--- config.mk ---
export PLATFORM = sky130hd
export DESIGN_NAME = fetch_queue
export DESIGN_NICKNAME = d
export VERILOG_FILES = /design/src/rtl/fetch_queue.sv
export SDC_FILE = /design/constraint.sdc
export NUM_CORES = 1
export LEC_CHECK = 0
export ABC_CLOCK_PERIOD_IN_PS = 6300
export BUFFER_PORTS_ARGS = -buffer_cell sky130_fd_sc_hd__buf_4
export CORE_MARGIN = 2
export CORE_UTILIZATION = 55
export DETAILED_ROUTE_END_ITERATION = 8
export MAX_ROUTING_LAYER = met4
export PLACE_DENSITY = 0.77
export SETUP_SLACK_MARGIN = 0.15
export SLEW_MARGIN = 20
export SYNTH_ARGS = -nofsm -noshare
export SYNTH_HDL_FRONTEND = slang
export SYNTH_SLANG_ARGS = --single-unit
--- constraint.sdc ---
create_clock -name clk -period 6.3 [get_ports clk]
set_clock_uncertainty 0.05 [all_clocks]
set_input_delay 0.315 -clock clk [delete_from_list [all_inputs] [get_ports clk]]
set_output_delay 0.315 -clock clk [all_outputs]
set_load 0.1 [all_outputs]
--- src/rtl/fetch_queue.sv ---
// fetch_queue: decoupling FIFO between fetch and decode.
// Packets from fetch are queued in program order and the oldest one is offered
// to decode. A branch mispredict from retire empties the queue.
// Optional macro FETCH_QUEUE_ASSERT_EN compiles in simulation assertions
// (overflow, SIMID ordering on dequeue, occupancy bound).
//
// Handshake: fetch -> queue: a packet transfers on a cycle with valid_fe1=1 and
// fq_full_fe1=0 (fq_full_fe1 acts as an inverted, registered ready).
// queue -> decode: the head transfers on a cycle with valid_fq1=1 and stall=0
// (stall is an inverted ready). br_mispred_rb1 cancels both transfers.

package fetch_queue_pkg;
   typedef struct packed {
      logic [15:0] simid;
      logic [31:0] pc;
      logic [31:0] instr;
   } t_instr_pkt;
endpackage

module fetch_queue
   import fetch_queue_pkg::*;
#(
   parameter int DEPTH = 4
) (
   input  logic                       clk,
   input  logic                       reset,
   input  logic                       valid_fe1,
   input  t_instr_pkt                 instr_fe1,
   output logic                       fq_full_fe1,
   output logic                       valid_fq1,
   output t_instr_pkt                 instr_fq1,
   input  logic                       stall,
   input  logic                       br_mispred_rb1,
   output logic [$clog2(DEPTH+1)-1:0] fq_count
);

   localparam int PW = $clog2(DEPTH);
   localparam int CW = $clog2(DEPTH+1);

   t_instr_pkt      entry [DEPTH];
   logic [PW-1:0]   wp;
   logic [PW-1:0]   rp;
   logic [CW-1:0]   count;
   logic [CW-1:0]   count_next;
   logic            enq;
   logic            deq;

   // Status outputs come from registers only; head is a direct read of storage.
   assign fq_full_fe1 = (count == CW'(DEPTH));
   assign valid_fq1   = (count != '0);
   assign instr_fq1   = entry[rp];
   assign fq_count    = count;

   // A flush cancels both the incoming packet and the decode transfer.
   assign enq = valid_fe1 & ~fq_full_fe1 & ~br_mispred_rb1;
   assign deq = valid_fq1 & ~stall & ~br_mispred_rb1;

   // Occupancy update: simultaneous enq and deq leave the count unchanged.
   always_comb begin
      count_next = count;
      if (enq && !deq) begin
         count_next = count + CW'(1);
      end else if (!enq && deq) begin
         count_next = count - CW'(1);
      end
   end

   // Packet storage; contents survive flush and reset (only pointers move).
   always_ff @(posedge clk) begin
      if (enq) begin
         entry[wp] <= instr_fe1;
      end
   end

   // Pointers and occupancy, cleared by reset or flush.
   always_ff @(posedge clk or posedge reset) begin
      if (reset) begin
         wp    <= '0;
         rp    <= '0;
         count <= '0;
      end else if (br_mispred_rb1) begin
         wp    <= '0;
         rp    <= '0;
         count <= '0;
      end else begin
         if (enq) wp <= wp + PW'(1);
         if (deq) rp <= rp + PW'(1);
         count <= count_next;
      end
   end

`ifdef FETCH_QUEUE_ASSERT_EN
   logic        have_last;
   logic [15:0] last_simid;

   // Fetch must respect the full indication.
   always_ff @(posedge clk) begin
      if (!reset) begin
         assert (!(valid_fe1 && fq_full_fe1 && !br_mispred_rb1))
            else $error("fetch_queue overflow: valid_fe1 while full");
         assert (count <= CW'(DEPTH))
            else $error("fetch_queue count %0d exceeds DEPTH", count);
      end
   end

   // Dequeued SIMIDs must increase strictly between flushes.
   always_ff @(posedge clk or posedge reset) begin
      if (reset) begin
         have_last  <= 1'b0;
         last_simid <= '0;
      end else if (br_mispred_rb1) begin
         have_last  <= 1'b0;
      end else if (deq) begin
         assert (!have_last || (instr_fq1.simid > last_simid))
            else $error("fetch_queue SIMID order: %0d after %0d", instr_fq1.simid, last_simid);
         have_last  <= 1'b1;
         last_simid <= instr_fq1.simid;
      end
   end
`else
   // Assertions disabled; overflow packets are silently dropped.
`endif

endmodule

==> flow_metrics.py, run 1 <==
metrics = {
    "grt": {
        "antenna_found_initial": 0,
        "gr-total-overflow": 0,
        "grt_max_degree": 44,
        "grt_pass1_wl_um": 35630,
        "grt_pass1_vias": 6421,
        "gr-usage-all-layers_pct": 20.48,
    },
    "worst_setup_path": {
        "r2r_start": "fq_count[0]",
        "path_class": "flip-flop to output port",
        "reg2reg_depth": 5,
        "crit_chain": "buf_4, mux4_2, buf_4",
        "required_ns": 5.93,
        "crit_slowest_cell": "dfrtp_4",
        "timing.rr.end": "entry[2][4]",
        "critical_path.most_common_cell": "buf_4",
        "reg2reg_slack_ns": 3.54,
        "endpoint_kind": "output port",
        "cp-start-kind": "flip-flop",
        "max_stage_delay_ns": 0.92,
        "critPathArrivalTime_ns": 3.14,
        "worstPathMaxFanout": 43,
    },
    "synthesis": {
        "yosysSeqAreaShare_pct": 81.01,
        "synthCells": 481,
        "netlist.area_leader.share_pct": 79.56,
        "ys_seq_elements": 327,
        "syn_avg_cell_area_um2": 25.11,
        "yosys.area.top_type": "edfxtp_1",
        "synth_area_leaders": "edfxtp_1 (80%), mux4_2 (15%), dfrtp_1 (1.5%)",
        "syn-num-nets": 571,
        "synth_area_um2": 12080,
        "yosysWarnings": 0,
        "netlist-cell-type-count": 28,
    },
    "floorplanning": {
        "core_area_um2": 21690,
        "start_util_pct": 55.69,
        "die_w_um": 152.2,
        "io_pins": 170,
        "rows": 54,
        "die_y_um": 152.2,
        "fp.dieArea_um2": 23160,
    },
    "clocking": {
        "cts_max_level": 2,
        "cts_resized": 0,
        "path_clk_slew_ns": 0.05,
        "clock_latency_ns": 0.49,
        "ctsHoldBuffers": 82,
        "cts.path.max_buffers": 3,
        "postCtsSetupRepairBufs": 0,
        "cts_tree": "built",
        "cts_buffers": 34,
        "cts_root_buf": "clkbuf_16",
        "cts_sinks": 327,
    },
    "final_layout": {
        "antenna_cells": 0,
        "drive_gt1_share_pct": 39.64,
        "fin_cells": 1057,
        "multiInputGateArea_um2": 2127,
        "fin_util_pct": 71.52,
        "num-fill-cells": 1218,
        "finalNetCount": 846,
        "area_delta_synth_final_pct": 28.43,
        "area.sequential_um2": 9792,
    },
    "route": {
        "drtIter0Drc": 359,
        "via_count": 5870,
        "drc": 0,
        "ant_nets": 0,
        "wl_per_cell_um": 21.26,
        "viasPerCell": 5.553,
        "dr.pass1.iters": 5,
        "finalWirelength_um": 22480,
    },
    "timing": {
        "finalSetupViolCount": 0,
        "min_period_over_period_pct": 55.59,
        "fin_setup_tns_ns": 0,
        "rsz0062_at_grt": "false",
        "drv_slew": 0,
        "worstMarginPinSlew_ns": 0.8607,
        "setup_slack_ns": 2.798,
        "fmax_mhz": 285.5,
        "period_minus_slack_ns": 3.502,
        "hold_viol_final": 0,
        "relSlewSlack_pct": 42.62,
    },
    "place": {
        "gp_congestion": 0.7190,
        "dp_cells": 918,
        "dp.final_hpwl_um": 13110,
        "pre_cts_slack_ns": 3.177,
        "portBuffers": 169,
    },
    "run_status": {
        "outcome": "finished clean",
    },
    "pwr": {
        "clockPowerShare_pct": 29.3,
        "seq_power_share_pct": 40.4,
        "peakVddDrop_mv": 0.4749,
        "switching_share_pct": 35.05,
        "comb_power_share_pct": 30.3,
        "power.leakage_nw": 5.291,
        "p_switching_mw": 2.261,
        "p_int_mw": 4.189,
        "power.density_nw_per_um2": 415.8,
    },
    "run": {
        "maxCapViolations": 0,
    },
    "worst_hold_path": {
        "min_from": "valid_fe1",
        "min-delay-path-class": "input port to flip-flop",
        "hold-path-cell-count": 2,
        "hold_end": "fq_count[2]",
    },
}
-- placed cells by master (no fill, tap or decap) --
cell type      instances
a21oi_1                5
a22o_1                 1
and2_4                 4
buf_4                175
bufinv_16              2
clkbuf_1               9
clkbuf_16             37
clkbuf_8               1
clkinv_1               5
clkinv_2               2
dfrtp_1                5
dfrtp_4                2
dlygate4sd3_1         82
edfxtp_1             320
fa_1                   1
ha_1                   4
inv_1                  9
inv_8                  1
mux2i_1                1
mux4_2                80
nand2_1                3
nand2b_1               2
nand3_1                1
nor2_1                 7
nor2b_1                1
nor3_1                 1
nor3b_1                1
o21ai_0                4
o21ai_1                1
o21ai_2                1
o311a_1                1
o31ai_1                1
or2_2                  3
or3_1                  1
xnor2_1                3
-- cells by family after synthesis --
family / share of synthesized area [%]
AOI/OAI and AO/OA: 0.7044
muxes: 15.00
buffers and inverters: 1.461
DFF: 81.01
xor gates and xnor gates: 0.2176
and+or+nand+nor: 1.026
adders and majority gates: 0.5802
-- state kept, by name, summed over array words and instances (netlist names) --
| register | count |
|---|---|
| wp | 2 |
| fq_count | 3 |
| entry | 320 |
| rp | 2 |
-- layout make-up --
type	instances	share of cell area, %
inverter	9	0.2178
multi-input combinational	127	13.71
clock inverter	10	0.6453
timing repair buffer	257	13.76
tap	280	2.259
sequential	327	63.13
clock buffer	47	6.276
-- Yosys cell counts --
master,n
inv_1,9
o31ai_1,1
buf_4,1
and2_1,4
nor3_1,1
ha_1,4
or2_2,3
o21ai_2,1
nand2_1,3
nand2b_1,2
a21oi_1,5
nand3_1,1
o21ai_1,1
buf_6,8
dfrtp_1,7
nor3b_1,1
o21ai_0,4
nor2b_1,1
xnor2_1,3
a22o_1,1
fa_1,1
mux2i_1,1
nor2_1,7
buf_2,9
mux4_2,80
edfxtp_1,320
o311a_1,1
or3_1,1
-- power groups by stage --
stage	sequential, mW	combinational [mW]	clock [mW]
5_1_grt	2.62	2.01	2.02
6_report	2.60	1.95	1.89
2_1_floorplan	2.64	1.55	0
3_5_place_dp	2.65	1.92	0
4_1_cts	2.61	1.97	1.93
3_3_place_gp	2.64	1.90	0
-- worst max-delay path: cells and delay by family (launching register included) --
family	cells	cell delay, ns
flip-flops	1	0.92
multiplexers	1	0.63
buffers and inverters	2	1.04
-- worst max path at each step --
stage / from / endpoint / slack (ns) / cells past startpoint
after floorplan: fq_count[0] / entry[0][0] / 1.81 / 4
after global placement: rp[0] / instr_fq1[40] / 3.20 / 3
after CTS: rp[0] / instr_fq1[39] / 2.65 / 3
final: rp[0] / instr_fq1[39] / 2.80 / 3
after detailed placement: rp[0] / instr_fq1[39] / 3.18 / 3
after global routing: rp[0] / instr_fq1[39] / 2.49 / 3
-- routing by layer --
metal  vias to the layer above  global-route usage, %  part of all wire, %
met5                         -                      -                    0
met4                         0                  5.919                  2.3
met3                        41                  3.413                  4.5
met2                       186                  34.21                   53
met1                      3046                  26.51                   40
li1                       2597                      -                    -
-- stage by stage --
step | area [um^2] | hold WS, ns | power [mW]
after global placement | 13620 | 0.2260 | 4.543
after global routing | 15510 | 0.01422 | 6.656
after CTS | 15510 | 0.002379 | 6.506
after floorplan | 12080 | 0.06840 | 4.191
after detailed placement | 13620 | 0.2264 | 4.573
final | 15510 | 0.02683 | 6.450
Note: power is estimated with default switching activity, not from simulation.
==> run 2: changes to the inputs <==
ABC_CLOCK_PERIOD_IN_PS = 2800   (was 6300)
CORE_UTILIZATION = 51   (was 55)
PLACE_DENSITY = 0.75   (was 0.77)
clock period = 2.8 ns   (was 6.3 ns; I/O delays follow)
==> run 2 against run 1 <==
Net effect:
- global-route usage is 0.074 points lower
- non-clock buffer count increased by 16
- final area increased by 2.0%
- worst hold slack better by 0.047 ns
- largest cell class unchanged
- sequential power up 120%
- via count rose by 1.7%
- die area up 7.6%
- critical endpoint is now instr_fq1[0]
- register-to-register slack got worse by 3.0 ns
- cell count is 5.6% higher
- first-iteration DRC count rose by 8.9%
- combinational power increased by 140%
==> flow_metrics.py, run 2 (synthesis gave the netlist of run 1 again) <==
metrics = {
    "worst_hold_path": {
        "min-delay-path-class": "input port to asynchronous set/reset pin",
    },
    "route": {
        "drtIter0Drc": 391,
        "finalWirelength_um": 24620,
        "wl_per_cell_um": 22.06,
        "viasPerCell": 5.351,
        "ant_nets": 0,
        "dr.pass1.iters": 4,
        "via_count": 5972,
        "drc": 0,
    },
    "clocking": {
        "clock_latency_ns": 0.51,
        "cts_sinks": 327,
        "path_clk_slew_ns": 0.06,
        "cts_root_buf": "clkbuf_16",
        "cts_resized": 0,
        "cts_buffers": 34,
        "cts_max_level": 2,
        "cts_tree": "built",
        "cts.path.max_buffers": 3,
    },
    "final_layout": {
        "layout_commonest_cell": "edfxtp_1",
        "largest_reg_flops": 320,
        "drive_gt1_share_pct": 41.28,
        "finalNetCount": 862,
        "antenna_cells": 0,
        "regMostFlops": "entry",
        "area_delta_synth_final_pct": 31.02,
        "final_cell_mix": "edfxtp_1 (320), buf_4 (176), dlygate4sd3_1 (85)",
    },
    "timing": {
        "drv_slew": 0,
        "fmax_mhz": 397.8,
        "fin_setup_tns_ns": 0,
        "hold_viol_final": 0,
        "worstMarginPinSlew_ns": 0.5923,
        "finalSetupViolCount": 0,
        "relSlewSlack_pct": 60.21,
        "rsz0062_at_grt": "false",
        "min_period_over_period_pct": 89.79,
        "period_minus_slack_ns": 2.514,
    },
    "worst_setup_path": {
        "required_ns": 2.61,
        "worstPathMaxFanout": 28,
        "cp-start-kind": "flip-flop",
        "path_class": "flip-flop to output port",
        "endpoint_kind": "output port",
        "critPathArrivalTime_ns": 2.32,
        "reg2reg_slack_ns": 0.58,
    },
    "pwr": {
        "power_mw": 14.63,
        "peakVddDrop_mv": 0.6709,
        "power.leakage_nw": 5.402,
        "power.density_nw_per_um2": 924.3,
    },
    "floorplanning": {
        "fp.dieArea_um2": 24930,
        "io_pins": 170,
        "core_area_um2": 23330,
        "rows": 56,
        "die_w_um": 157.9,
        "die_y_um": 157.9,
        "start_util_pct": 51.76,
    },
    "grt": {
        "grt_pass1_wl_um": 36550,
        "gr-total-overflow": 0,
        "grt_pass1_vias": 6521,
        "grt_max_degree": 34,
        "antenna_found_initial": 0,
        "gr-usage-all-layers_pct": 20.40,
    },
    "place": {
        "gp_congestion": 0.7860,
        "portBuffers": 169,
        "dp.final_hpwl_um": 14430,
    },
    "run_status": {
        "outcome": "finished clean",
    },
    "run": {
        "maxCapViolations": 0,
    },
}
run 2: worst max-delay path, cell delays in order, from the launching register on:
cell,delay [ns]
dfrtp_4,0.73
buf_4,0.43
mux4_2,0.38
buf_4,0.25
run 2: through the flow:
step,std cells,utilization [%],instance area (um^2),hold slack [ns],setup WS [ns]
floorplan,481,-,12100,-0.1068,0.2497
global placement,969,59.59,13900,0.03368,0.7260
detailed placement,969,59.59,13900,0.04746,0.6821
CTS,1115,67.70,15800,0.05254,0.1608
global route,1116,67.82,15820,0.07531,0.2055
finish,1116,67.82,15820,0.07402,0.2860
run 2: cell type report:
cell class / instances / area (um^2)
clock buffer: 38 / 865.8
clock inverter: 23 / 175.2
fill: 1434 / 7508
inverter: 9 / 33.78
multi-input combinational: 127 / 2135
sequential: 327 / 9796
tap: 319 / 399.1
timing repair buffer: 273 / 2420
run 2: per-layer routing:
layer  GRT usage (%)  vias up  wire length, um
li1                -     2624                -
met5               -        -                0
met1           26.11     3103             9909
met3           3.367       47             1103
met4           6.017        0              483
met2           34.16      198            13130
run 2: final timing paths:
check / from / endpoint / cells after the start
min: reset / fq_count[0] / 3
min in group clk: instr_fe1[52] / entry[3][52] / 2
min reg2reg: wp[1] / wp[1] / 2
max: rp[1] / instr_fq1[0] / 3
max reg2reg: fq_count[0] / fq_count[2] / 8
max in group asynchronous: reset / rp[0] / 3
run 2: power by group:
group          leakage [nW]  internal, mW  total (mW)  switching (mW)
sequential             2.99          5.67        5.81           0.137
clock                 0.515          2.42        4.20            1.77
combinational          1.90          1.25        4.62            3.37
total                  5.40          9.35        14.6            5.28
run 2: what timing repair did:
item / in CTS / in global routing
endpoints found under the hold margin: 334 / 0
hold buffers: 85 / 0
endpoints found under the setup margin: 0 / 46
setup buffers: 0 / 1
